[config.mk]
export PLATFORM = sky130hd
export DESIGN_NAME = multicycle_controller_flat
export DESIGN_NICKNAME = d
export VERILOG_FILES = /design/src/rtl/multicycle_controller_if.sv /design/src/rtl/multicycle_controller.sv /design/src/flat_wrapper.sv
export SDC_FILE = /design/constraint.sdc
export NUM_CORES = 1
export LEC_CHECK = 0
export BUFFER_PORTS_ARGS = -buffer_cell sky130_fd_sc_hd__buf_2
export CAP_MARGIN = 5
export CELL_PAD_IN_SITES_DETAIL_PLACEMENT = 1
export CELL_PAD_IN_SITES_GLOBAL_PLACEMENT = 1
export CORE_MARGIN = 4
export CORE_UTILIZATION = 32
export DETAILED_ROUTE_END_ITERATION = 16
export HOLD_SLACK_MARGIN = 0.05
export PLACE_DENSITY_LB_ADDON = 0.1
export SYNTH_ARGS = -nofsm -noshare
export SYNTH_HDL_FRONTEND = slang
export SYNTH_SLANG_ARGS = --single-unit
[constraint.sdc]
create_clock -name clk -period 1.34 [get_ports clk]
set_input_delay 0.134 -clock clk [delete_from_list [all_inputs] [get_ports clk]]
set_output_delay 0.134 -clock clk [all_outputs]
set_load 0.02 [all_outputs]
[src/rtl/multicycle_controller_if.sv]
// Control bundle between the multicycle controller and its datapath.
// master = controller side, slave = datapath side.
interface multicycle_controller_if;
  logic [5:0] op;
  logic [5:0] funct;
  logic       zero;
  logic       pcen;
  logic       irwrite;
  logic       memwrite;
  logic       iord;
  logic       regwrite;
  logic       regdst;
  logic       memtoreg;
  logic       alusrca;
  logic [1:0] alusrcb;
  logic [1:0] pcsrc;
  logic [2:0] alucontrol;
  logic       illegal;
  logic [3:0] state;

  modport master (
    input  op, funct, zero,
    output pcen, irwrite, memwrite, iord, regwrite, regdst, memtoreg,
           alusrca, alusrcb, pcsrc, alucontrol, illegal, state
  );

  modport slave (
    output op, funct, zero,
    input  pcen, irwrite, memwrite, iord, regwrite, regdst, memtoreg,
           alusrca, alusrcb, pcsrc, alucontrol, illegal, state
  );
endinterface

[src/rtl/multicycle_controller.sv]
// Moore FSM controller for a multicycle MIPS-subset datapath, with the
// combinational ALU decoder, PC enable and illegal-instruction pulse.
module multicycle_controller (
  input  logic                   clk,
  input  logic                   reset,
  multicycle_controller_if.master bus
);
  typedef enum logic [3:0] {
    FETCH   = 4'd0,  DECODE  = 4'd1,  MEMADR = 4'd2, MEMRD  = 4'd3,
    MEMWB   = 4'd4,  MEMWR   = 4'd5,  RTYPEEX = 4'd6, RTYPEWB = 4'd7,
    BEQEX   = 4'd8,  ADDIEX  = 4'd9,  ADDIWB = 4'd10, JEX    = 4'd11
  } state_t;

  typedef struct packed {
    logic       irwrite;
    logic       pcwrite;
    logic       memwrite;
    logic       iord;
    logic       regwrite;
    logic       regdst;
    logic       memtoreg;
    logic       alusrca;
    logic [1:0] alusrcb;
    logic [1:0] pcsrc;
    logic [1:0] aluop;
    logic       branch;
  } ctl_t;

  localparam logic [5:0] OP_RTYPE = 6'b000000;
  localparam logic [5:0] OP_LW    = 6'b100011;
  localparam logic [5:0] OP_SW    = 6'b101011;
  localparam logic [5:0] OP_BEQ   = 6'b000100;
  localparam logic [5:0] OP_ADDI  = 6'b001000;
  localparam logic [5:0] OP_J     = 6'b000010;

  function automatic ctl_t decode_ctl(state_t s);
    ctl_t c;
    c = '0;
    case (s)
      FETCH:   begin c.irwrite = 1'b1; c.pcwrite = 1'b1; c.alusrcb = 2'b01; end
      DECODE:  c.alusrcb = 2'b11;
      MEMADR:  begin c.alusrca = 1'b1; c.alusrcb = 2'b10; end
      MEMRD:   c.iord = 1'b1;
      MEMWB:   begin c.memtoreg = 1'b1; c.regwrite = 1'b1; end
      MEMWR:   begin c.iord = 1'b1; c.memwrite = 1'b1; end
      RTYPEEX: begin c.alusrca = 1'b1; c.aluop = 2'b10; end
      RTYPEWB: begin c.regdst = 1'b1; c.regwrite = 1'b1; end
      BEQEX:   begin c.alusrca = 1'b1; c.aluop = 2'b01; c.pcsrc = 2'b01; c.branch = 1'b1; end
      ADDIEX:  begin c.alusrca = 1'b1; c.alusrcb = 2'b10; end
      ADDIWB:  c.regwrite = 1'b1;
      JEX:     begin c.pcsrc = 2'b10; c.pcwrite = 1'b1; end
      default: c = '0;
    endcase
    return c;
  endfunction

  state_t cur, nxt;
  ctl_t   ctl;
  logic   op_ok, funct_ok;

  always_comb begin
    nxt = FETCH;
    case (cur)
      FETCH:   nxt = DECODE;
      DECODE: begin
        case (bus.op)
          OP_LW, OP_SW: nxt = MEMADR;
          OP_RTYPE:     nxt = RTYPEEX;
          OP_BEQ:       nxt = BEQEX;
          OP_ADDI:      nxt = ADDIEX;
          OP_J:         nxt = JEX;
          default:      nxt = FETCH;
        endcase
      end
      // op is read straight from the external IR, which holds it stable
      MEMADR:  nxt = (bus.op == OP_SW) ? MEMWR : MEMRD;
      MEMRD:   nxt = MEMWB;
      RTYPEEX: nxt = RTYPEWB;
      ADDIEX:  nxt = ADDIWB;
      default: nxt = FETCH;
    endcase
  end

  // Control word is registered from the next state, so it always matches cur
  always_ff @(posedge clk or posedge reset) begin
    if (reset) begin
      cur <= FETCH;
      ctl <= decode_ctl(FETCH);
    end else begin
      cur <= nxt;
      ctl <= decode_ctl(nxt);
    end
  end

  always_comb begin
    bus.alucontrol = 3'b010;
    case (ctl.aluop)
      2'b00: bus.alucontrol = 3'b010;
      2'b01: bus.alucontrol = 3'b110;
      default: begin
        case (bus.funct)
          6'b100000: bus.alucontrol = 3'b010;
          6'b100010: bus.alucontrol = 3'b110;
          6'b100100: bus.alucontrol = 3'b000;
          6'b100101: bus.alucontrol = 3'b001;
          6'b101010: bus.alucontrol = 3'b111;
          default:   bus.alucontrol = 3'b010;
        endcase
      end
    endcase
  end

  always_comb begin
    op_ok    = (bus.op == OP_RTYPE) || (bus.op == OP_LW) || (bus.op == OP_SW) ||
               (bus.op == OP_BEQ) || (bus.op == OP_ADDI) || (bus.op == OP_J);
    funct_ok = (bus.funct == 6'b100000) || (bus.funct == 6'b100010) ||
               (bus.funct == 6'b100100) || (bus.funct == 6'b100101) ||
               (bus.funct == 6'b101010);
  end

  assign bus.illegal  = (cur == DECODE) && (!op_ok || ((bus.op == OP_RTYPE) && !funct_ok));
  assign bus.pcen     = ctl.pcwrite | (ctl.branch & bus.zero);
  assign bus.irwrite  = ctl.irwrite;
  assign bus.memwrite = ctl.memwrite;
  assign bus.iord     = ctl.iord;
  assign bus.regwrite = ctl.regwrite;
  assign bus.regdst   = ctl.regdst;
  assign bus.memtoreg = ctl.memtoreg;
  assign bus.alusrca  = ctl.alusrca;
  assign bus.alusrcb  = ctl.alusrcb;
  assign bus.pcsrc    = ctl.pcsrc;
  assign bus.state    = cur;
endmodule

[src/flat_wrapper.sv]
// flat-port wrapper written by rule: the top's interface ports become plain ports
module multicycle_controller_flat 
  (clk, reset, bus_op, bus_funct, bus_zero, bus_pcen, bus_irwrite, bus_memwrite, bus_iord, bus_regwrite, bus_regdst, bus_memtoreg, bus_alusrca, bus_alusrcb, bus_pcsrc, bus_alucontrol, bus_illegal, bus_state);
  multicycle_controller_if bus_i ();
  input  logic clk;
  input  logic reset;
  input wire logic [$bits(bus_i.op)-1:0] bus_op;
  input wire logic [$bits(bus_i.funct)-1:0] bus_funct;
  input wire logic [$bits(bus_i.zero)-1:0] bus_zero;
  output wire logic [$bits(bus_i.pcen)-1:0] bus_pcen;
  output wire logic [$bits(bus_i.irwrite)-1:0] bus_irwrite;
  output wire logic [$bits(bus_i.memwrite)-1:0] bus_memwrite;
  output wire logic [$bits(bus_i.iord)-1:0] bus_iord;
  output wire logic [$bits(bus_i.regwrite)-1:0] bus_regwrite;
  output wire logic [$bits(bus_i.regdst)-1:0] bus_regdst;
  output wire logic [$bits(bus_i.memtoreg)-1:0] bus_memtoreg;
  output wire logic [$bits(bus_i.alusrca)-1:0] bus_alusrca;
  output wire logic [$bits(bus_i.alusrcb)-1:0] bus_alusrcb;
  output wire logic [$bits(bus_i.pcsrc)-1:0] bus_pcsrc;
  output wire logic [$bits(bus_i.alucontrol)-1:0] bus_alucontrol;
  output wire logic [$bits(bus_i.illegal)-1:0] bus_illegal;
  output wire logic [$bits(bus_i.state)-1:0] bus_state;
  assign bus_i.op = bus_op;
  assign bus_i.funct = bus_funct;
  assign bus_i.zero = bus_zero;
  assign bus_pcen = bus_i.pcen;
  assign bus_irwrite = bus_i.irwrite;
  assign bus_memwrite = bus_i.memwrite;
  assign bus_iord = bus_i.iord;
  assign bus_regwrite = bus_i.regwrite;
  assign bus_regdst = bus_i.regdst;
  assign bus_memtoreg = bus_i.memtoreg;
  assign bus_alusrca = bus_i.alusrca;
  assign bus_alusrcb = bus_i.alusrcb;
  assign bus_pcsrc = bus_i.pcsrc;
  assign bus_alucontrol = bus_i.alucontrol;
  assign bus_illegal = bus_i.illegal;
  assign bus_state = bus_i.state;
  multicycle_controller u_core (.clk(clk), .reset(reset), .bus(bus_i));
endmodule
==> run_results.csv <==
group,metric,value,unit
outcome,outcome,"finished, violations left",
outcome,violations,"negative setup slack",
yosys,synth_area,940,sq um
yosys,synth_area_leaders,"dfrtp_1 (37%), dfstp_2 (8.4%), nor2_1 (4.0%)",
timing,worstMarginPinSlew,397,ps
pwr,leakagePower,0.773,nW
layout,regArea,434,sq um
critical_path,crit_buf_inv,1,
layout,nNetsFinal,183,
timing,final.min_clock_period,1490,ps
global_routing,first_global_vias,1076,
yosys,synth_ff_type,"dfrtp_1",
critical_path,cp_max_fo,5,
route,dr.pass1.iters,4,
critical_path,path_cells,"buf_6 -> a311oi_1 -> a2111o_1 -> nand4_1 -> o211ai_1",
placement,place_area,1320,sq um
critical_path,worst_setup_path_start_kind,"flip-flop",
clock_tree,clock_path_buffers,2,
pwr,power_frac_seq,0.285,
die,chipWidth,62.2,um
pwr,ir_worst_vdd,1.33,mV
route,drt-vias-per-instance,5.02,
global_routing,busiest_layer,"met2",
global_routing,overflow,0,
global_routing,met3_usage,0.0324,
clock_tree,htreeDepth,1,
critical_path,cp_top_family,"compound AO/OA/AOI/OAI gates",
die,rows,19,
yosys,yosysMostFrequentCell,"dfrtp_1",
critical_path,crit_slowest_cell,"a2111o_1",
yosys,yosys-top-cells-count,"dfrtp_1 (14), nor2_1 (10), inv_1 (7)",
clock_tree,insertion_delay,300,ps
critical_path,max_stage_delay,470,ps
clock_tree,cts_tree,"yes",
timing,finalCritPeriodShare,1.11,
global_routing,use_met2,0.271,
pwr,p_per_area,1750,nW/um^2
global_routing,grt_max_degree,18,
placement,hpwlAfterDp,2.23,mm
global_routing,grt_first_pass_wirelength,4.88,mm
pwr,combinationalPowerShare,0.605,
route,postRouteAntennaNets,0,
layout,stdcell_count,198,
pwr,power_frac_clock,0.110,
yosys,ys_ff_latch,17,
placement,dp_cells,180,
clock_tree,ctsRootBufferMaster,"clkbuf_4",
critical_path,critPathRequiredTime,1530,ps
route,drc_errors,0,
route,routed_wl,3.02,mm
clock_tree,clkTransAtPathRegs,100,ps
die,core-area,2780,sq um
layout,fillCellCount,347,
placement,port_buffers,34,
clock_tree,numClockSinks,17,
yosys,synth_top_area_cell,"dfrtp_1",
yosys,syn_inst,95,
layout,final_core_util,0.547,
hold_path,hold_path.class,"primary input to flip-flop",
timing,rsz0062_at_grt,"true",
layout,final_area,1520,sq um
placement,pre_cts_ws,-152,ps
clock_tree,numCtsBuffers,3,
pwr,p_sw_frac,0.391,
yosys,synth_cell_types,42,
yosys,syn_nets,110,
yosys,ys_async_sr_fraction,1.00,
timing,hold_viol,0,
pwr,p_int,1.63,mW
global_routing,grtUsageMet1,0.172,
layout,final_layout_size_suffix_gt1_frac,0.617,
route,wl_per_cell,15.2,um
global_routing,antenna_found_initial,0,
layout,antennaDiodeCount,0,
timing,setup_slack,-146,ps
yosys,avgSynthCellArea,9.89,sq um
yosys,yosysWarningCount,0,
route,vias,993,
yosys,ys_seq_area_frac,0.457,
pwr,power_switching,1.04,mW
timing,hold_slack,259,ps
timing,fmax,673,MHz
layout,area_delta_synth_final,62.1,%
die,die-area,3870,sq um
timing,setup_tns,-982,ps
timing,slew_violations,0,
flow_run,max_cap_viol_count,0,
placement,place.gp.congestion,0.768,
die,start_util,0.338,
pwr,total_power,2.67,mW
yosys,synth_edf_count,0,
critical_path,cp-end-kind,"flip-flop",
global_routing,track_usage,0.152,
timing,slew_headroom,0.734,
yosys,yosys.area.top_type_share,0.373,
layout,multi_input_area,485,sq um
timing,finalSetupViolCount,11,
die,fp.dieH,62.2,um
die,top_level_ports,35,
critical_path,critPathKind,"flip-flop to flip-flop",
critical_path,arrival,1670,ps
route,dr.first_iter.drc_count,20,
timing,skew,0.564,ps
kinds of logic after synthesis:
| kind of cell | Yosys count | synth area share |
|---|---|---|
| AND/OR/NAND/NOR | 38 | 0.230 |
| AO/OA/AOI/OAI | 22 | 0.202 |
| flip-flops | 17 | 0.457 |
| buffers and inverters | 15 | 0.0812 |
| XOR/XNOR | 2 | 0.0186 |
| adder cells (fa/ha/maj) | 1 | 0.0107 |
placed cells by master, fill, tap and decap left out, types with 4 or more instances in the layout:
master,count
dfrtp_2,4
buf_4,37
buf_2,32
buf_6,5
inv_1,5
nand2_1,4
nor2_1,9
dfrtp_1,10
nand3_1,4
final cells by class:
cell class / count / share of cell area
timing repair buffer: 75 / 0.331
sequential: 17 / 0.285
inverter: 8 / 0.0222
multi-input combinational: 63 / 0.319
clock buffer: 4 / 0.0173
tap: 31 / 0.0255
flip-flops by register name, indices dropped and copies added, names as in the netlist:
signal               flops
u_core.bus.alusrca       1
u_core.bus.alusrcb       2
u_core.bus.iord          1
u_core.bus.irwrite       1
u_core.bus.memtoreg      1
u_core.bus.memwrite      1
u_core.bus.pcsrc         2
u_core.bus.regdst        1
u_core.bus.regwrite      1
u_core.bus.state         4
u_core.ctl               2
worst reg2reg max path, delay by kind of cell, from the launching register on:
family,cells,cell delay (ps)
and+or+nand+nor,1,140
DFF,1,460
AOI/OAI and AO/OA,3,620
buffers and inverters,1,150
power groups by stage:
stage	combinational [mW]	clock [mW]	sequential (mW)
6_report	1.61	0.294	0.760
4_1_cts	1.46	0.292	0.755
3_5_place_dp	1.23	0	0.769
3_3_place_gp	1.21	0	0.766
2_1_floorplan	0.666	0	0.854
5_1_grt	1.73	0.327	0.781
metal layers:
metal  vias to the layer above  wire, um
met5                         -         0
met4                         0        40
met3                         2       141
met2                        22      1600
met1                       488      1240
li1                        481         -
path summary, 6_finish.rpt:
path | endpoint | cells past startpoint | startpoint | slack (ps)
hold / removal | u_core.bus.memwrite | 3 | bus_op[3] | 260
min in group asynchronous | u_core.bus.memtoreg | 4 | reset | 370
setup reg to reg | u_core.bus.alusrca | 5 | u_core.bus.state[2] | -150
setup / recovery | u_core.bus.alusrca | 5 | u_core.bus.state[2] | -150
hold reg to reg | u_core.bus.iord | 2 | u_core.bus.state[3] | 660
max in group asynchronous | u_core.bus.alusrcb[0] | 4 | reset | 720
timing repair:
item | in CTS | in global routing
endpoints found under the hold margin | 14 | 0
hold buffers | 1 | 0
gates resized for setup | 16 | 8
pin swaps | 5 | 7
setup endpoints to repair | 10 | 11
buffers inserted | 7 | 6
No activity file was read; power rests on OpenSTA's default activity.
